[src/rtl/mdu_pkg.sv]
// Shared state encoding and opcode constants for the iterative multiply/divide sequencer.
package mdu_pkg;

  localparam logic [3:0] ALU_OP_ADD = 4'b0000;

  localparam logic MDU_OP_MUL = 1'b0;
  localparam logic MDU_OP_DIV = 1'b1;

  localparam int MDU_CNT_W = 5;

  typedef enum logic [2:0] {
    ST_IDLE  = 3'd0,
    ST_NEGA  = 3'd1,
    ST_NEGB  = 3'd2,
    ST_ITER  = 3'd3,
    ST_FIXLO = 3'd4,
    ST_FIXHI = 3'd5,
    ST_DONE  = 3'd6
  } mdu_state_e;

endpackage

[src/rtl/mdu_alu_seq.sv]
// Iterative 16-bit MUL/DIV sequencer that borrows the EX-stage ALU one add per cycle.
// Divide support (restoring datapath, divide-by-zero handling) exists only with MDU_ALU_SEQ_DIV_EN defined.
module mdu_alu_seq
  import mdu_pkg::*;
#(
  parameter int WIDTH   = 16,
  parameter int ALU_OPW = 4
) (
  input  logic               clk,
  input  logic               rst_n,
  input  logic               start,
  input  logic               op_div,
  input  logic               op_sign,
  input  logic [WIDTH-1:0]   opA,
  input  logic [WIDTH-1:0]   opB,
  input  logic               flush,
  input  logic               alu_gnt,
  input  logic [WIDTH-1:0]   alu_out,
  input  logic               alu_cf,
  output logic               alu_req,
  output logic [ALU_OPW-1:0] alu_oper,
  output logic [WIDTH-1:0]   alu_ina,
  output logic [WIDTH-1:0]   alu_inb,
  output logic               alu_cin,
  output logic               alu_inva,
  output logic               alu_invb,
  output logic               busy,
  output logic               done,
  output logic [WIDTH-1:0]   res_lo,
  output logic [WIDTH-1:0]   res_hi,
  output logic               err
);

`ifdef MDU_ALU_SEQ_DIV_EN
  localparam bit DIV_EN = 1'b1;
`else
  localparam bit DIV_EN = 1'b0;
`endif

  mdu_state_e           state_q, state_d;
  logic [MDU_CNT_W-1:0] cnt_q, cnt_d;
  logic [WIDTH-1:0]     hi_q, hi_d;
  logic [WIDTH-1:0]     lo_q, lo_d;
  logic [WIDTH-1:0]     m_q, m_d;
  logic                 div_q, div_d;
  logic                 sa_q, sa_d;
  logic                 sb_q, sb_d;
  logic                 cf_q, cf_d;
  logic [WIDTH-1:0]     res_lo_q, res_lo_d;
  logic [WIDTH-1:0]     res_hi_q, res_hi_d;
  logic                 err_q, err_d;
  logic                 done_q, done_d;
  logic                 busy_q, busy_d;
  logic                 req_q, req_d;
  logic [WIDTH-1:0]     ina_q, ina_d;
  logic [WIDTH-1:0]     inb_q, inb_d;
  logic                 cin_q, cin_d;
  logic                 inva_q, inva_d;
  logic                 invb_q, invb_d;
  logic                 err_take;
  logic                 need_lo;
  logic                 need_hi;

`ifdef MDU_ALU_SEQ_DIV_EN
  logic [WIDTH-1:0] r_shift;
`endif

  // MUL negates the whole product on a sign mismatch; DIV gives the remainder the dividend's sign.
  assign need_lo = sa_q ^ sb_q;
  assign need_hi = div_q ? sa_q : (sa_q ^ sb_q);

  always_comb begin
    state_d  = state_q;
    cnt_d    = cnt_q;
    hi_d     = hi_q;
    lo_d     = lo_q;
    m_d      = m_q;
    div_d    = div_q;
    sa_d     = sa_q;
    sb_d     = sb_q;
    cf_d     = cf_q;
    res_lo_d = res_lo_q;
    res_hi_d = res_hi_q;
    err_d    = err_q;
    err_take = 1'b0;
`ifdef MDU_ALU_SEQ_DIV_EN
    r_shift  = {hi_q[WIDTH-2:0], lo_q[WIDTH-1]};
`endif

    case (state_q)
      ST_IDLE: begin
        if (start) begin
          div_d = (op_div == MDU_OP_DIV) && DIV_EN;
          sa_d  = op_sign & opA[WIDTH-1];
          sb_d  = op_sign & opB[WIDTH-1];
          cnt_d = '0;
          hi_d  = '0;
          // MUL shifts the multiplier through lo; DIV shifts the dividend through lo.
          lo_d  = (op_div == MDU_OP_DIV) ? opA : opB;
          m_d   = (op_div == MDU_OP_DIV) ? opB : opA;
          if ((op_div == MDU_OP_DIV) && (!DIV_EN || (opB == '0))) begin
            err_take = 1'b1;
            hi_d     = DIV_EN ? opA : '0;
            lo_d     = DIV_EN ? '1 : '0;
            state_d  = ST_DONE;
          end else if (sa_d) begin
            state_d = ST_NEGA;
          end else if (sb_d) begin
            state_d = ST_NEGB;
          end else begin
            state_d = ST_ITER;
          end
        end
      end

      ST_NEGA: begin
        if (alu_gnt) begin
          if (div_q) lo_d = alu_out;
          else       m_d  = alu_out;
          state_d = sb_q ? ST_NEGB : ST_ITER;
        end
      end

      ST_NEGB: begin
        if (alu_gnt) begin
          if (div_q) m_d  = alu_out;
          else       lo_d = alu_out;
          state_d = ST_ITER;
        end
      end

      ST_ITER: begin
        if (alu_gnt) begin
          cnt_d = cnt_q + 1'b1;
`ifdef MDU_ALU_SEQ_DIV_EN
          if (div_q) begin
            if (alu_cf | hi_q[WIDTH-1]) begin
              hi_d = alu_out;
              lo_d = {lo_q[WIDTH-2:0], 1'b1};
            end else begin
              hi_d = r_shift;
              lo_d = {lo_q[WIDTH-2:0], 1'b0};
            end
          end else
`endif
          begin
            if (lo_q[0]) {hi_d, lo_d} = {alu_cf, alu_out, lo_q[WIDTH-1:1]};
            else         {hi_d, lo_d} = {1'b0, hi_q, lo_q[WIDTH-1:1]};
          end
          if (cnt_q == MDU_CNT_W'(WIDTH - 1)) begin
            if (need_lo)      state_d = ST_FIXLO;
            else if (need_hi) state_d = ST_FIXHI;
            else              state_d = ST_DONE;
          end
        end
      end

      ST_FIXLO: begin
        if (alu_gnt) begin
          lo_d    = alu_out;
          cf_d    = alu_cf;
          state_d = need_hi ? ST_FIXHI : ST_DONE;
        end
      end

      ST_FIXHI: begin
        if (alu_gnt) begin
          hi_d    = alu_out;
          state_d = ST_DONE;
        end
      end

      ST_DONE: state_d = ST_IDLE;

      default: state_d = ST_IDLE;
    endcase

    if (flush) state_d = ST_IDLE;

    // Results are captured only on entry to DONE, so a flushed run leaves them untouched.
    if (state_d == ST_DONE) begin
      res_lo_d = lo_d;
      res_hi_d = hi_d;
      err_d    = err_take;
    end

    done_d = (state_d == ST_DONE);
    busy_d = (state_d != ST_IDLE);
  end

  // ALU controls are registered, so they are derived from the state and datapath of the next cycle.
  always_comb begin
    req_d  = 1'b0;
    ina_d  = '0;
    inb_d  = '0;
    cin_d  = 1'b0;
    inva_d = 1'b0;
    invb_d = 1'b0;

    case (state_d)
      ST_NEGA: begin
        req_d  = 1'b1;
        ina_d  = div_d ? lo_d : m_d;
        inva_d = 1'b1;
        cin_d  = 1'b1;
      end

      ST_NEGB: begin
        req_d  = 1'b1;
        ina_d  = div_d ? m_d : lo_d;
        inva_d = 1'b1;
        cin_d  = 1'b1;
      end

      ST_ITER: begin
        req_d = 1'b1;
`ifdef MDU_ALU_SEQ_DIV_EN
        if (div_d) begin
          ina_d  = {hi_d[WIDTH-2:0], lo_d[WIDTH-1]};
          inb_d  = m_d;
          invb_d = 1'b1;
          cin_d  = 1'b1;
        end else
`endif
        begin
          ina_d = hi_d;
          inb_d = m_d;
        end
      end

      ST_FIXLO: begin
        req_d  = 1'b1;
        ina_d  = lo_d;
        inva_d = 1'b1;
        cin_d  = 1'b1;
      end

      ST_FIXHI: begin
        req_d  = 1'b1;
        ina_d  = hi_d;
        inva_d = 1'b1;
        cin_d  = div_d ? 1'b1 : cf_d;
      end

      default: req_d = 1'b0;
    endcase
  end

  always_ff @(posedge clk or negedge rst_n) begin
    if (!rst_n) begin
      state_q  <= ST_IDLE;
      cnt_q    <= '0;
      hi_q     <= '0;
      lo_q     <= '0;
      m_q      <= '0;
      div_q    <= 1'b0;
      sa_q     <= 1'b0;
      sb_q     <= 1'b0;
      cf_q     <= 1'b0;
      res_lo_q <= '0;
      res_hi_q <= '0;
      err_q    <= 1'b0;
      done_q   <= 1'b0;
      busy_q   <= 1'b0;
      req_q    <= 1'b0;
      ina_q    <= '0;
      inb_q    <= '0;
      cin_q    <= 1'b0;
      inva_q   <= 1'b0;
      invb_q   <= 1'b0;
    end else begin
      state_q  <= state_d;
      cnt_q    <= cnt_d;
      hi_q     <= hi_d;
      lo_q     <= lo_d;
      m_q      <= m_d;
      div_q    <= div_d;
      sa_q     <= sa_d;
      sb_q     <= sb_d;
      cf_q     <= cf_d;
      res_lo_q <= res_lo_d;
      res_hi_q <= res_hi_d;
      err_q    <= err_d;
      done_q   <= done_d;
      busy_q   <= busy_d;
      req_q    <= req_d;
      ina_q    <= ina_d;
      inb_q    <= inb_d;
      cin_q    <= cin_d;
      inva_q   <= inva_d;
      invb_q   <= invb_d;
    end
  end

  assign alu_req  = req_q;
  assign alu_oper = ALU_OPW'(ALU_OP_ADD);
  assign alu_ina  = ina_q;
  assign alu_inb  = inb_q;
  assign alu_cin  = cin_q;
  assign alu_inva = inva_q;
  assign alu_invb = invb_q;
  assign busy     = busy_q;
  assign done     = done_q;
  assign res_lo   = res_lo_q;
  assign res_hi   = res_hi_q;
  assign err      = err_q;

endmodule

[config.mk]
export PLATFORM = sky130hd
export DESIGN_NAME = mdu_alu_seq
export DESIGN_NICKNAME = d
export VERILOG_FILES = /design/src/rtl/mdu_pkg.sv /design/src/rtl/mdu_alu_seq.sv
export SDC_FILE = /design/constraint.sdc
export NUM_CORES = 1
export LEC_CHECK = 0
export CAP_MARGIN = 5
export CORE_ASPECT_RATIO = 1.1
export CORE_MARGIN = 2
export CORE_UTILIZATION = 45
export DETAILED_ROUTE_END_ITERATION = 8
export HOLD_SLACK_MARGIN = 0.03
export PLACE_DENSITY = 0.72
export SLEW_MARGIN = 20
export SYNTH_ARGS = -nofsm -noshare
export SYNTH_HDL_FRONTEND = slang
export SYNTH_SLANG_ARGS = --single-unit
[constraint.sdc]
create_clock -name clk -period 3.2 [get_ports clk]
set_input_delay 0.64 -clock clk [delete_from_list [all_inputs] [get_ports clk]]
set_output_delay 0.64 -clock clk [all_outputs]
set_load 0.1 [all_outputs]
==> results of run 1 <==
==> state kept, by name, indices dropped and copies added, names as in the netlist, 3 cells and up <==
| name | flops |
|---|---|
| alu_ina | 16 |
| res_hi | 16 |
| res_lo | 16 |
| state_q | 3 |
| hi_q | 16 |
| lo_q | 16 |
| m_q | 16 |
| alu_inb | 16 |
| cnt_q | 5 |
==> routing by layer <==
metal  wire [µm]  GRT usage (%)  share of wire (%)
met5           0              0                  0
met4         948           14.1                4.1
met3        1700           6.14                7.4
met2       11100           45.7                 48
met1        9260           38.5                 40
==> critical path, cell delays in order (launching register included) <==
cell and delay (ps):
dfrtp_1 390, ha_1 170, and3_1 160, ha_1 220, nand4_1 140, o311a_1 420
a311oi_4 370, nor3_1 120, o211ai_2 300, buf_4 220, o2bb2ai_1 90, a221o_1 260
==> cells by family (layout without fill, tap and decap cells) <==
kind of cell               Yosys count  count (layout)  share of synthesized area [%]
AOI/OAI and AO/OA                  248             248                           25.9
xor gates and xnor gates             4               4                          0.522
adders and majority gates            2               2                          0.373
buffers and inverters               83             269                           5.23
DFF                                130             130                           48.4
muxes                               50              50                           7.77
other                                1               5                         0.0558
and+or+nand+nor                    162             162                           11.7
==> cells in the final DEF, fill, tap and decap left out, drive strengths merged, types with 3 or more instances in the layout <==
cell type / Yosys / layout
a32o: 3 / 3
o211ai: 25 / 25
dfrtp: 130 / 130
o2bb2ai: 6 / 6
a21o: 5 / 5
clkdlybuf4s50: 0 / 54
nor2b: 3 / 3
buf: 20 / 155
a31oi: 15 / 15
a221o: 17 / 17
mux2i: 33 / 33
conb: 1 / 5
a221oi: 16 / 16
clkbuf: 35 / 19
a22oi: 17 / 17
nand4: 4 / 4
clkinvlp: 0 / 5
nand2: 29 / 29
bufinv: 0 / 5
and3: 14 / 14
nor3: 8 / 8
nand2b: 4 / 4
a22o: 12 / 12
o21ai: 34 / 34
a211o: 12 / 12
inv: 27 / 28
clkinv: 1 / 3
a21oi: 69 / 69
mux2: 17 / 17
nor2: 75 / 75
nand3: 9 / 9
==> path summary, 6_finish.rpt <==
kind | from | to | slack [ps] | depth (start not counted)
min reg2reg | cnt_q[4] | cnt_q[4] | 500 | 2
max | cnt_q[0] | alu_ina[2] | 210 | 11
max reg2reg | cnt_q[0] | alu_ina[2] | 210 | 11
max in group asynchronous | rst_n | state_q[1] | 2280 | 2
min in group clk | cnt_q[4] | cnt_q[4] | 500 | 2
min | rst_n | cnt_q[3] | 150 | 1
==> stage by stage <==
step	util [%]	std cells	power (µW)	setup slack, ps
floorplan	-	684	5500	423
global placement	58.3	1028	6810	11.4
detailed placement	58.3	1028	6870	-68.2
CTS	62.9	1060	9060	47.6
global route	63.1	1062	9440	62.4
finish	63.1	1062	9100	211
==> power groups by stage <==
stage               clock network [µW]  registers [µW]  logic, µW
floorplan                            0            4150       1350
global placement                     0            2410       4410
detailed placement                   0            2420       4450
CTS                               2190            2400       4470
global route                      2260            2450       4730
finish                            2170            2410       4510
==> timing repair <==
action / 4_1_cts / 5_1_grt
setup buffers: 0 / 2
setup endpoints to repair: 0 / 16
endpoints found under the hold margin: 0 / 0
==> final cells by class <==
type,instances,area [µm²]
multi-input cells,471,3140
flip-flops and latches,130,3250
clock buffers,19,453
well taps,192,240
fillers,1220,5360
clock inverters,13,206
repair buffers,209,1750
inverters,28,105
==> results.toml, run 1 <==
[floorplanning]
ios = 131
die_y_um = 132
start_util_pct = 46.3
die_w_um = 120
design.core.area_mm2 = 0.0145
num_rows = 46
fp.dieArea_mm2 = 0.0159

[worst_hold_path]
hold_path.class = "input port to asynchronous set/reset pin"

[layout]
antenna_cells = 0
fin_area_mm2 = 0.00915
syn2layout_area_growth_pct = 36.2
drive_gt1_share_pct = 24.7
fin_nets = 915

[yosys]
yosys_most_used_dff = "dfrtp_1"
synth.cell_area_mm2 = 0.00672
synthCells = 680
async_flop_share_pct = 100
synthTopCellsByCount = "dfrtp_1 (130), nor2_1 (74), a21oi_1 (69)"
synth_top_cell_by_area = "dfrtp_1"
yosys.area.top_type_share_pct = 48.4
yosysMostFrequentCell = "dfrtp_1"
avgSynthCellArea_um2 = 9.88
ys_warn_count = 0
synth.yosys.seq_area_share_pct = 48.4
ys_types = 63
ys_top_cells_by_area = "dfrtp_1 (48%), a21oi_1 (5.1%), mux2i_1 (4.9%)"
synth_edf_count = 0
synth_seq_cells = 130

[setup_path]
required_ps = 3510
crit_type = "register to register"
cp.arrival_ps = 3300
crit_fanout = 6
cp-start-kind = "register"
crit_path_end_kind = "register"

[global_routing]
grt_pass1_vias = 6489
grt_max_degree = 71
gr-usage-all-layers_pct = 29.2
grt_overflow = 0
grt_pass1_wl_um = 35800
grt_antenna_before_repair = 0

[placement]
gp_congestion = 0.917
io_buffers = 125
postPlaceCellArea_mm2 = 0.00846
dp_hpwl_um = 16200

[pwr]
power_density_mw_per_mm2 = 994
p_leak_uw = 0.00425
clkPwrFrac_pct = 23.9
vdd_drop_max_mv = 0.632
power_switching_uw = 4290
internal_power_uw = 4810
power_frac_seq_pct = 26.5
p_sw_share_pct = 47.1
power_frac_comb_pct = 49.6

[sta]
tns_ps = 0
min_period_ps = 2990
slew_violations = 0
worst_slew_pin_slew_ps = 834
finalHoldViolCount = 0
rsz0062_at_grt = "false"
whs_ps = 153
fin_crit_sh_pct = 93.4
slew_headroom_pct = 44.0
skew_ps = 6.84
setup_violations = 0
fmax_mhz = 335

[routing]
vias = 6570
routed_wirelength_um = 23000
via_per_inst = 6.19
drt-initial-drc-count = 665
post_drt_wl_per_cell_um = 21.7
detail-route-antenna-nets = 0
drt_first_pass_iters = 5
drc = 0

[cts]
clk_latency_ps = 420
cts_root_buffer = "clkbuf_16"
clk_path_buf_depth = 2
clkTransAtPathRegs_ps = 60
cts_made_buffers = 17
ctsHoldBuffers = 0
post_cts_resize_count = 0
cts_tree = "done"
clock_sinks = 130
cts_htree_levels = 4

[job]
drv_cap = 0

[outcome]
status = "complete, no violations"
No activity file was read; power rests on OpenSTA's default activity.
==> run 2, diff against run 1 <==
--- a/config.mk
+++ b/config.mk
@@ -9,6 +9,7 @@
 export CORE_ASPECT_RATIO = 1.1
 export CORE_MARGIN = 2
 export CORE_UTILIZATION = 45
+export CTS_BUF_LIST = sky130_fd_sc_hd__clkbuf_16
 export DETAILED_ROUTE_END_ITERATION = 8
 export HOLD_SLACK_MARGIN = 0.03
 export PLACE_DENSITY = 0.72
==> run 2 against run 1 <==
Sequential share of layout area rose by 0.078 points. Sequential power barely moved. Clock-buffer cell count fell by 2. Combinational power barely moved. Die area did not move. Clock skew rose by 1.8 ps. Largest power group unchanged. Highest routed layer unchanged.
==> results.toml, run 2 (synthesis results as in run 1) <==
[outcome]
status = "complete, no violations"

[global_routing]
grt_pass1_wl_um = 35800
gr-max-usage-layer = "met2"
grt_max_degree = 71
gr-usage-all-layers_pct = 29.2
grt_pass1_vias = 6482
grt_overflow = 0
grt_antenna_before_repair = 0
met3_usage_pct = 6.31
use_met2_pct = 45.8
met1_usage_pct = 38.5

[routing]
routed_wirelength_um = 23100
drt-initial-drc-count = 673
vias = 6549
detail-route-antenna-nets = 0
via_per_inst = 6.17
drt_first_pass_iters = 6
post_drt_wl_per_cell_um = 21.7
drc = 0

[sta]
slew_headroom_pct = 44.0
tns_ps = 0
finalHoldViolCount = 0
skew_ps = 8.61
worst_slew_pin_slew_ps = 834
rsz0062_at_grt = "false"
slew_violations = 0
min_period_ps = 2990
fmax_mhz = 334
setup_violations = 0
fin_crit_sh_pct = 93.6
whs_ps = 148

[layout]
antenna_cells = 0
drive_gt1_share_pct = 24.5
fin_nets = 915
final_cell_mix = "buf_4 (151), dfrtp_1 (130), nor2_1 (74)"
syn2layout_area_growth_pct = 35.9
layout_commonest_cell = "buf_4"
fin_cells = 1062
regArea_mm2 = 0.00325
fin_area_mm2 = 0.00913
fillers = 1223
multi_input_area_mm2 = 0.00314

[cts]
clk_latency_ps = 430
clock_sinks = 130
cts_tree = "done"
cts_htree_levels = 4
cts_made_buffers = 17
clk_path_buf_depth = 2
clkTransAtPathRegs_ps = 60
cts_root_buffer = "clkbuf_16"

[setup_path]
critPathCapture = "alu_ina[2]"
cp.arrival_ps = 3300
crit_fanout = 6
r2r_slack_ps = 210
r2r_start = "cnt_q[0]"
crit_type = "register to register"
crit_path_end_kind = "register"
r2r_cells = 11
cp-start-kind = "register"
crit_start = "cnt_q[0]"
required_ps = 3510
reg2reg_to = "alu_ina[2]"

[pwr]
p_leak_uw = 0.00424
power_density_mw_per_mm2 = 991
internal_power_uw = 4760
power_frac_comb_pct = 49.9
power_frac_seq_pct = 26.6
p_sw_share_pct = 47.4
clkPwrFrac_pct = 23.5
vdd_drop_max_mv = 0.631
power_switching_uw = 4290

[placement]
dp_hpwl_um = 16200
postPlaceCellArea_mm2 = 0.00846
gp_congestion = 0.917
dpl.cell_count = 1028
io_buffers = 125

[floorplanning]
design.core.area_mm2 = 0.0145
num_rows = 46
ios = 131
die_y_um = 132
start_util_pct = 46.3
fp.dieArea_mm2 = 0.0159
die_w_um = 120

[job]
drv_cap = 0

[worst_hold_path]
hold_path.class = "input port to asynchronous set/reset pin"
-- run 2: cell count changes in the layout (fill, tap and decap cells not counted), sizes merged --
cell / previous run / this run
clkbuf: 19 / 17
clkinv: 3 / 5
-- run 2: final cells by class --
cell class | count | share of cell area (%)
clock buffer | 17 | 4.66
clock inverter | 15 | 2.34
inverter | 28 | 1.15
multi-input combinational | 471 | 34.4
sequential | 130 | 35.6
tap | 192 | 2.63
timing repair buffer | 209 | 19.2
-- run 2: stage by stage --
step | setup WS (ps) | total power [µW] | util [%]
3_5_place_dp | -68.2 | 6870 | 58.3
4_1_cts | 49.3 | 9010 | 62.8
5_1_grt | 64.5 | 9390 | 62.9
3_3_place_gp | 11.4 | 6810 | 58.3
2_1_floorplan | 423 | 5500 | -
6_report | 206 | 9050 | 62.9
-- run 2: timing repair --
action | 4_1_cts | 5_1_grt
setup endpoints to repair | 0 | 16
resized for setup | 0 | 0
hold buffers | 0 | 0
buffers inserted | 0 | 2
-- run 2: power groups by stage --
stage | combinational (µW) | clock [µW] | sequential (µW)
floorplan | 1350 | 0 | 4150
global placement | 4410 | 0 | 2410
detailed placement | 4450 | 0 | 2420
CTS | 4470 | 2130 | 2400
global route | 4730 | 2210 | 2450
finish | 4520 | 2120 | 2410
-- run 2: per-layer routing --
metal | wire (µm) | up-vias | part of all wire [%]
met5 | 0 | - | 0
met1 | 9330 | 3232 | 40
met4 | 952 | 0 | 4.1
li1 | - | 2896 | -
met3 | 1740 | 73 | 7.6
met2 | 11000 | 348 | 48
-- run 2: worst min-delay path by stage --
| stage | cells after the start | from | endpoint | slack [ps] |
|---|---|---|---|---|
| floorplan | 0 | rst_n | alu_cin | 340 |
| global placement | 2 | cnt_q[4] | cnt_q[4] | 460 |
| detailed placement | 2 | cnt_q[4] | cnt_q[4] | 480 |
| CTS | 1 | rst_n | cnt_q[3] | 150 |
| global route | 1 | rst_n | cnt_q[3] | 170 |
| finish | 1 | rst_n | alu_ina[15] | 150 |
-- run 2: critical path, stage by stage (launching register included) --
cell       delay, ps
dfrtp_1          390
ha_1             170
and3_1           160
ha_1             230
nand4_1          140
o311a_1          420
a311oi_4         360
nor3_1           120
o211ai_2         300
buf_4            220
o2bb2ai_1         90
a221o_1          260
==> run 3, diff against run 2 <==
--- a/config.mk
+++ b/config.mk
@@ -13,6 +13,7 @@
 export DETAILED_ROUTE_END_ITERATION = 8
 export HOLD_SLACK_MARGIN = 0.03
 export PLACE_DENSITY = 0.72
+export SKIP_LAST_GASP = 1
 export SLEW_MARGIN = 20
 export SYNTH_ARGS = -nofsm -noshare
 export SYNTH_HDL_FRONTEND = slang
==> results of run 3 <==
The final DEF is identical to that of run 2; final timing and power are the same.
